$ cat src/rtl/b12_stim_player.sv
// b12_stim_player: plays a stored opcode program onto the game-core obs/k/start inputs, one opcode per cycle.
module b12_stim_player (
    input  logic       clock,
    input  logic       reset,
    input  logic       wr_en,
    input  logic [6:0] wr_addr,
    input  logic [5:0] wr_data,
    input  logic       run,
    input  logic [6:0] len,
    input  logic       abort,
    output logic       obs,
    output logic [3:0] k,
    output logic       start,
    output logic [6:0] pc,
    output logic       busy,
    output logic       done
);
    typedef enum logic [1:0] {IDLE, PLAY, DONE} state_t;
    state_t state, state_n;
    logic [5:0] mem [0:100];
    logic [5:0] op, op_n;
    logic [6:0] pc_n, len_q, len_n, pc_nx;
    assign pc_nx = pc + 7'd1;
    always_ff @(posedge clock) begin
        if (reset) begin
            state <= IDLE;
            op    <= '0;
            pc    <= '0;
            len_q <= '0;
        end else begin
            state <= state_n;
            op    <= op_n;
            pc    <= pc_n;
            len_q <= len_n;
        end
    end
    always_ff @(posedge clock)
        if (!reset && wr_en && wr_addr <= 7'd100 && state != PLAY)
            mem[wr_addr] <= wr_data;
    always_comb begin
        state_n = state;
        op_n    = op;
        pc_n    = pc;
        len_n   = len_q;
        if (abort) begin
            state_n = IDLE;
            op_n    = '0;
            pc_n    = '0;
        end else begin
            case (state)
                IDLE: if (run) begin
                    if (len == 7'd0) begin
                        state_n = DONE;
                    end else begin
                        state_n = PLAY;
                        len_n   = len > 7'd100 ? 7'd101 : len;
                        pc_n    = '0;
                        // a same-edge write to address 0 must reach the first presented opcode
                        op_n    = (wr_en && wr_addr == 7'd0) ? wr_data : mem[0];
                    end
                end
                PLAY: if (pc == len_q - 7'd1) begin
                    state_n = DONE;
                    op_n    = '0;
                end else begin
                    pc_n = pc_nx;
                    op_n = mem[pc_nx];
                end
                DONE: if (!run) begin
                    state_n = IDLE;
                    pc_n    = '0;
                end
                default: state_n = IDLE;
            endcase
        end
    end
    assign obs   = op[5];
    assign k     = op[4:1];
    assign start = op[0];
    assign busy  = state == PLAY;
    assign done  = state == DONE;
endmodule

$ cat config.mk
export PLATFORM = sky130hd
export DESIGN_NAME = b12_stim_player
export DESIGN_NICKNAME = d
export VERILOG_FILES = /design/src/rtl/b12_stim_player.sv
export SDC_FILE = /design/constraint.sdc
export NUM_CORES = 1
export LEC_CHECK = 0
export BUFFER_PORTS_ARGS = -buffer_cell sky130_fd_sc_hd__clkbuf_2
export CAP_MARGIN = 10
export CORE_MARGIN = 3
export CORE_UTILIZATION = 35
export DETAILED_ROUTE_END_ITERATION = 7
export SKIP_CTS_REPAIR_TIMING = 1
export SLEW_MARGIN = 40
export SYNTH_ARGS = -nofsm -noshare
export SYNTH_HDL_FRONTEND = slang
export SYNTH_SLANG_ARGS = --single-unit
export TNS_END_PERCENT = 10
$ cat constraint.sdc
create_clock -name clock -period 3.2 [get_ports clock]
set_input_delay 0.48 -clock clock [delete_from_list [all_inputs] [get_ports clock]]
set_output_delay 0.48 -clock clock [all_outputs]
set_load 0.005 [all_outputs]
Word level (Yosys, flattened, before mapping)
Memories as Yosys holds them, arrays and structs flattened.
Index checks and enable logic that the tools add are counted.
Storage, ports and cells
  register bits after elaboration: 22
  bits in latches: 0
  RAM bits: 606
  ROM bits: 0
  input bits: 25
  output and inout bits: 15
  logic and storage cells: 53
  memories kept: 1
Memory list
  mem: depth 101, width 6, rd ports 2, clocked after Yosys merged registers in 0, wr ports 1, RTL line 20  | logic [5:0] mem [0:100];
Operators by class
  add/sub/neg operators: 2
  multiply operators: 0
  divide/modulo/power cells: 0
  $lt $le $gt $ge: 2
  eq/ne operators: 9
  shifts and indexed selects: 0
  multiplexer cells: 18
  bitwise gates (word level): 2
  reductions and logical operators: 15
Operator list (count)
  $mux W7: 5
  $mux W6: 4
  $pmux W7 S3: 1
  $logic_not A7 Y1: 2
  $pmux W6 S2: 1
  $mux W2: 4
  $ne A2 B2 Y1 const B: 4
  $add A7 B1 Y7 const B: 1
  $eq A7 B7 Y1: 1
  $gt A7 B7 Y1 const B: 1
  $le A7 B7 Y1 const B: 1
  $sub A7 B1 Y7 const B: 1
  $pmux W2 S3: 1
  $reduce_and A3 Y1: 2
  $reduce_and A5 Y1: 1
  $logic_and A1 B1 Y1: 4
  $ne A2 B1 Y1 const B: 2
  $reduce_and A4 Y1: 1
  $reduce_bool A3 Y1: 1
  $eq A2 B1 Y1 const B: 1
  $eq A2 B2 Y1 const B: 1
  $logic_not A2 Y1: 1
  $mux W1: 2
  $not A1 Y1: 2
  other kinds (3): 3

Logic depth before layout (Yosys ltp)
Gate-level depths: netlist of run 1.
  depth in word-level cells: 6
  mapped depth: 13
  mapped depth without buffers: 9

Least setup slack after synthesis of run 1
No wires, ideal clock.
  kind: reg2reg
  start: reg pc[0]
  end: reg op[4]
  setup time: 0.136 ns
  arrival: 2.358 ns
  path slack: 0.706 ns
  cell stages (with the launch flop): 10
  clock period less this slack: 2.494 ns
  cells stage by stage: dfxtp_1 ha_1 buf_4 nand3_1 or3_1 nand2_2 mux4_2 or2_0 a311oi_1 o32ai_1
Between the ends
  word-level cells in the longest chain between the ends: 4
Ends and longest elaborated chain
  from (decl): RTL line 14  | output logic [6:0] pc,
  from (signal assigned): RTL line 33  | pc <= pc_n;
  $add A7 B1 Y7: RTL line 23  | assign pc_nx = pc + 7'd1;
  $mem_v2 Z101 W6
  $mux W6 *: RTL line 62  | PLAY: if (pc == len_q - 7'd1) begin
  $pmux W6 S2 *: RTL line 50  | case (state)
  to (signal assigned): RTL line 32  | op <= op_n;
  to (decl): RTL line 21  | logic [5:0] op, op_n;
Mark *: on every way between the ends. The rest lies on a longest branch, timed or not.
A chain may end at the register's enable or synchronous reset.

Worst setup path in the final report of run 1
  start: reg pc[2]
  end: reg op[3]
Same word-level chain as after synthesis.

==> impl_results.md, run 1 <==
- Distinct cells, synth: 65
- Drt pass-1 iters: 6
- Largest area contributor in the netlist: edfxtp_1
- Number of port buffers: 39
- Register area: 18640 um^2
- Fin crit share: 101.3%
- Die Area: ~76000 um^2
- CTS tree: built
- Yosys top cell area share: a little under three quarters
- Max Buffers Root-to-Sink: 3
- First-pass GRT wire length: between 90 and 100 mm
- Chip Height: between 200 and 300 um
- Worst Hold Slack: roughly 0.16 ns
- CP startpoint kind: flop
- Final core area utilization: between 40% and 50%
- Slew Viols, Final: 0
- Final setup margin: -0.04125 ns
- Crit Path Max Fanout: 6
- CORE AREA: 71850 um^2
- Main synth FF type: edfxtp_1
- Worst path cell trace: nand3_1 -> o21a_1 -> nor2_1 -> o211ai_1 -> nor4_1 -> a211oi_1 -> o22ai_1
- Synth warn: 0
- Max Freq: ~310 MHz
- Die W: between 200 and 300 um
- Fin. Hold Viols: 0
- # rows: 98
- Rel. slew slack: between 40% and 50%
- Nets@finish: roughly 1800
- Commonest non-fill, non-tap cell in the layout: edfxtp_1
- CP Capture Type: flop
- Least-Margin Pin Slew: slightly above 0.8 ns
- Pin count of the biggest net entering global routing: 70
- Max VDD drop: approximately 320 uV
- Part of the Yosys area used for sequential elements: approximately 73%
- Gr ovfl total: 0
- Slowest CP cell: nor4_1
- Setup WS pre-CTS: slightly above 0.1 ns
- Drt total wl: about 67 mm
- Skew-Pair Late Insertion Delay: 0.60 ns
- RSZ-0062 raised after global routing: true
- Clock slew at reported path FFs: 0.06 ns
- Total number of vias: approximately 15000
- Starting Density: 35.52%
- Largest stage delay, worst path: approximately 0.7 ns
- Power Dens Cells: roughly 560 nW/um^2
- Async SR Flop Fraction: 0%
- Multi-input gate area: 6330 um^2
- Gp weighted congestion: 0.9176
- Leakage power: 9.814 nW
- Post-synth EDFFs: between 600 and 700
- Final ANT Viol Nets: 0
- Setup CP Type: reg2reg
- Average wire per standard cell: between 20 and 25 um
- Root Driver: clkbuf_16
- Post-Syn Area: roughly 26000 um^2
- DR iter-0 viols: about 1700
- GRT Overall Usage: around 17%
- Commonest cells after routing, fill and taps aside: 606 x edfxtp_1, 203 x buf_4, 186 x nand2_1
- I/O Pins: 40
- Synth Area per Inst: 16.84 um^2
- Violated checks: negative setup slack
- Setup violations, final: 1
- Max H-tree Level: 3
- HP Class: in2reg
- Synthesis-stage register bit count: between 600 and 700
- Maxcap violations: 0
- # fillers: between 6000 and 7000
- Initial antenna violation count: 5
- Worst path required time: around 3.7 ns
- Layout cells sized above 1: between 20 and 30%
- Area contributors post-synth: edfxtp_1 71%, mux4_2 8.9%, nand2_1 2.7%
- Hpwl dp: around 45 mm
- Post-Route Skew: between 0.015 and 0.02 ns
- P&R area growth vs syn: 19.03%
- Cells after Synth: about 1500
- Crit path time final: between 3 and 4 ns
- Clock sink count: between 600 and 700
- Synth Net Count: 1543
- TritonCTS buffer count: 66
- Vias in the first global route: approximately 15000
- Drc violations: 0
- Via/cell ratio: about 5.4
- Run status: finished with violations
- Crit path DAT: approximately 3.7 ns
## through the flow
| step | cells | instance area, um^2 | power, mW | TNS [ns] |
|---|---|---|---|---|
| after floorplan | 1516 | 25520 | 9.407 | 0 |
| after global placement | 2634 | 28170 | 9.681 | 0 |
| after detailed placement | 2635 | 28180 | 9.696 | 0 |
| after CTS | 2756 | 30320 | 17.19 | 0 |
| after global routing | 2758 | 30370 | 17.54 | -0.1880 |
| final | 2760 | 30380 | 17.03 | -0.04125 |
## state kept, by name, summed over array words and instances, names as in the netlist
name and flops:
len_q 7, mem 606, pc 7, state 2, op 6
## area by class of cell
class	instances	share of cell area, %
diodes	2	0.01647
clock buffers	88	6.199
clock inverters	33	0.8484
inverters	8	0.09885
multi-input cells	796	20.84
flip-flops and latches	628	61.36
well taps	950	3.913
repair buffers	255	6.726
## routing by layer
layer	GRT usage, %	wire length [um]	vias to the layer above
li1	-	-	6478
met1	24.80	29130	7711
met2	26.96	30990	583
met3	4.011	5139	127
met4	4.942	1900	6
met5	0	42	-
## report_power, final
part | switching [mW] | total (mW) | internal, mW
sequential | 0.0159 | 9.04 | 9.02
combinational | 0.337 | 0.488 | 0.151
clock | 3.05 | 7.51 | 4.46
## synthesized netlist by cell type, types with 11 or more instances
| library cell | count |
|---|---|
| mux2i_1 | 38 |
| mux4_2 | 101 |
| nand2_1 | 186 |
| nor3_1 | 16 |
| a21oi_1 | 23 |
| clkbuf_1 | 23 |
| nor2_1 | 144 |
| nand2b_1 | 11 |
| nand3_1 | 62 |
| dfxtp_1 | 22 |
| nor2b_1 | 14 |
| edfxtp_1 | 606 |
| o22ai_1 | 19 |
| a32oi_1 | 24 |
| buf_2 | 23 |
| a31oi_1 | 28 |
| buf_4 | 19 |
| buf_6 | 12 |
## cell families after synthesis
kind of cell | synth area share, %
xor gates and xnor gates | 0.6177
AOI/OAI and AO/OA | 4.388
adders and majority gates | 0.09803
and+or+nand+nor | 8.113
muxes | 11.36
buffers and inverters | 2.402
DFF | 73.02
## worst max-delay path, delay by kind of cell (launching register included)
family / cells / cell delay [ns]
compound gates: 4 / 0.94
flops: 1 / 0.64
simple gates: 3 / 1.55
## path summary, 6_finish.rpt
path                                       startpoint               endpoint  slack, ns  cells after the start
worst max-delay path               pc[2]$_SDFFE_PP0P_     op[3]$_SDFFE_PP0P_      -0.04                      7
worst min-delay path                           len[4]  len_q[4]$_SDFFE_PP0P_       0.16                      3
worst max register to register     pc[2]$_SDFFE_PP0P_     op[3]$_SDFFE_PP0P_      -0.04                      7
worst min register to register  len_q[6]$_SDFFE_PP0P_  len_q[6]$_SDFFE_PP0P_       0.53                      2
No activity file was read; power rests on OpenSTA's default activity.
==> inputs of run 2 (changes only) <==
--- a/config.mk
+++ b/config.mk
@@ -15,4 +15,3 @@
 export SYNTH_ARGS = -nofsm -noshare
 export SYNTH_HDL_FRONTEND = slang
 export SYNTH_SLANG_ARGS = --single-unit
-export TNS_END_PERCENT = 10
==> run 2 against run 1 <==
Compared with the run above:
- sequential cell count is the same
- the run now ends clean
- count of clock-buffer cells in the layout stayed put
- fmax increased by 4.7%
- die area did not move
- total power barely moved
- largest power group unchanged
- critical path depth up 1
- non-clock buffer count is 2 higher
- utilization barely moved
- register-to-register slack gained 0.14 ns
- wire length barely moved
- clock power barely moved
- sequential power barely moved
==> impl_results.md, run 2 (same netlist as run 1, synthesis figures left out) <==
- Comb pwr share: 2.9% (about the same)
- DR iter-0 viols: 1752 (+3.8%)
- Max VDD drop: 318.7 uV (-0.22%)
- Starting Density: 35.52% (unchanged)
- First-pass GRT wire length: 99.39 mm (unchanged)
- Chip Height: 276.0 um (unchanged)
- Vias in the first global route: 14940 (unchanged)
- Leakage power: 9.824 nW (+0.11%)
- Largest regs: mem: 606 flops, len_q: 7 flops, pc: 7 flops
- Largest Register: mem
- Pint: 13.63 mW (about the same)
- Setup WS pre-CTS: 0.1018 ns (unchanged)
- Crit path launch: pc[0]$_SDFFE_PP0P_
- # rows: 98 (unchanged)
- Placed Area: 28180 um^2 (unchanged)
- Maxcap violations: 0 (unchanged)
- CTS tree: built
- Fin crit share: 96.79% (-4.5 points)
- Largest register FFs: 606 (unchanged)
- Sw Pwr: 3.394 mW (-0.29%)
- Sw Share: 19.93% (-0.047 points)
- I/O Pins: 40 (unchanged)
- Hpwl dp: 44.55 mm (unchanged)
- Reg2Reg Depth: 8 (+1)
- Crit path to: op[3]$_SDFFE_PP0P_
- Slowest CP cell: mux4_2
- Fin. Hold Viols: 0 (unchanged)
- Drt total wl: 67.19 mm (about the same)
- Drt pass-1 iters: 5 (-1)
- Layout cells sized above 1: 26.08% (+0.19 points)
- Final ANT Viol Nets: 0 (unchanged)
- Rel. slew slack: 45.55% (+0.59 points)
- Total number of vias: 14900 (-0.047%)
- Commonest cells after routing, fill and taps aside: 606 x edfxtp_1, 204 x buf_4, 186 x nand2_1
- Clock slew at reported path FFs: 0.06 ns (about the same)
- Gr ovfl total: 0 (unchanged)
- Crit path DAT: 3.55 ns (-0.19 ns)
- Worst r2r src: pc[0]$_SDFFE_PP0P_
- Via/cell ratio: 5.394 (-0.12%)
- Clock power share: 44.1% (about the same)
- Worst path cell trace: ha_4 -> buf_12 -> buf_4 -> mux4_2 -> o211ai_1 -> nor4_2 -> a211oi_1 -> o22ai_1
- Gp weighted congestion: 0.9176 (unchanged)
- Least-Margin Pin Slew: 0.8150 ns (-0.008810 ns)
- CP Capture Type: flop
- Cell area after layout: 30400 um^2 (about the same)
- R2R Path End: op[3]$_SDFFE_PP0P_
- Drc violations: 0 (unchanged)
- Largest stage delay, worst path: 0.61 ns (-0.08 ns)
- Nets@finish: 1784 (+0.11%)
- Max Buffers Root-to-Sink: 3 (unchanged)
- CP startpoint kind: flop
- GRT Overall Usage: 17.44% (unchanged)
- Number of port buffers: 39 (unchanged)
- Setup CP Type: reg2reg
- Average wire per standard cell: 24.33 um (about the same)
- Max Freq: 322.9 MHz (+4.7%)
- Worst Path Buf+Inv: 2 (+2)
- HP Class: in2reg
- Power Dens Cells: 560.0 nW/um^2 (-0.12%)
- Crit path depth: 8 (+1)
- Skew-Pair Late Insertion Delay: 0.60 ns (about the same)
- Post-Route Skew: 0.02142 ns (+0.002846 ns)
- Critical path's top delay family: compound AO/OA/AOI/OAI gates
- Die W: 276.0 um (unchanged)
- Run status: finished clean
- Crit path time final: 3.097 ns (-0.1441 ns)
- Commonest non-fill, non-tap cell in the layout: edfxtp_1
- Worst path required time: 3.65 ns (-0.05 ns)
- Worst Hold Slack: 0.1647 ns (+0.002259 ns)
- Slew Viols, Final: 0 (unchanged)
- Reg2reg setup slack: 0.10 ns (+0.14 ns)
- Sequential share of power: 53.1% (about the same)
- Initial antenna violation count: 5 (unchanged)
- Final setup margin: 0.1028 ns (+0.1441 ns)
- Pin count of the biggest net entering global routing: 70 (unchanged)
- Max H-tree Level: 3 (unchanged)
- Crit Path Max Fanout: 17 (+11)
- Setup violations, final: 0 (-1)
- Die Area: 76200 um^2 (unchanged)
- CORE AREA: 71850 um^2 (unchanged)
- Clock sink count: 628 (unchanged)
- # fillers: 6441 (-0.078%)
- P&R area growth vs syn: 19.10% (about the same)
- Root Driver: clkbuf_16
- TritonCTS buffer count: 66 (unchanged)
==> run 2: cell types whose count changed in the layout (fill, tap and decap cells not counted) <==
cell / before / now
buf_4: 203 / 204
nor4_2: 1 / 2
buf_16: 1 / 0
nor2_2: 1 / 2
nor4_1: 7 / 6
nor2_1: 143 / 142
buf_12: 14 / 15
buf_6: 1 / 2
==> run 2: final cells by class <==
cell class              instances  area, um^2  share of cell area [%]
well taps                     950        1189                   3.910
clock buffers                  88        1883                   6.194
clock inverters                33       257.7                  0.8479
inverters                       8       30.03                 0.09878
diodes                          2       5.005                 0.01646
repair buffers                257        2054                   6.758
multi-input cells             796        6339                   20.85
flip-flops and latches        628       18640                   61.32
==> run 2: worst min path at each step <==
| stage | from | end | cells after the start |
|---|---|---|---|
| after floorplan | len_q[1]$_SDFFE_PP0P_ | len_q[1]$_SDFFE_PP0P_ | 2 |
| after global placement | state[1]$_SDFFE_PP0P_ | state[0]$_SDFFE_PP0P_ | 1 |
| after detailed placement | state[1]$_SDFFE_PP0P_ | state[0]$_SDFFE_PP0P_ | 1 |
| after CTS | len[4] | len_q[4]$_SDFFE_PP0P_ | 3 |
| after global routing | len[4] | len_q[4]$_SDFFE_PP0P_ | 3 |
| final | len[4] | len_q[4]$_SDFFE_PP0P_ | 3 |
==> run 2: layer usage <==
metal | track usage, % | share of wire [%]
met1 | 24.80 | 42
met2 | 26.96 | 46
met3 | 4.011 | 8.7
met4 | 4.942 | 2.7
met5 | 0 | 0.063
==> run 2: worst reg2reg max path: stages, from the launching register on <==
cell and delay, ns:
dfxtp_4 0.40, ha_4 0.40, buf_12 0.23, buf_4 0.35, mux4_2 0.62, o211ai_1 0.41
nor4_2 0.14, a211oi_1 0.25, o22ai_1 0.14
==> run 2: power by group through the flow <==
stage               Combinational (mW)  Sequential (mW)  Clock (mW)
floorplan                        0.201             9.21           0
global placement                 0.473             9.21           0
detailed placement               0.487             9.21           0
CTS                              0.488             9.03        7.66
global route                     0.521             9.03        7.99
finish                           0.488             9.04        7.50
==> run 2: through the flow <==
step                total power, mW  cells   TNS, ns  utilization [%]
finish                        17.02   2762         0            42.31
global route                  17.54   2760  -0.04896            42.30
detailed placement            9.696   2635         0            39.22
CTS                           17.19   2756         0            42.20
global placement              9.681   2634         0            39.21
floorplan                     9.407   1516         0                -
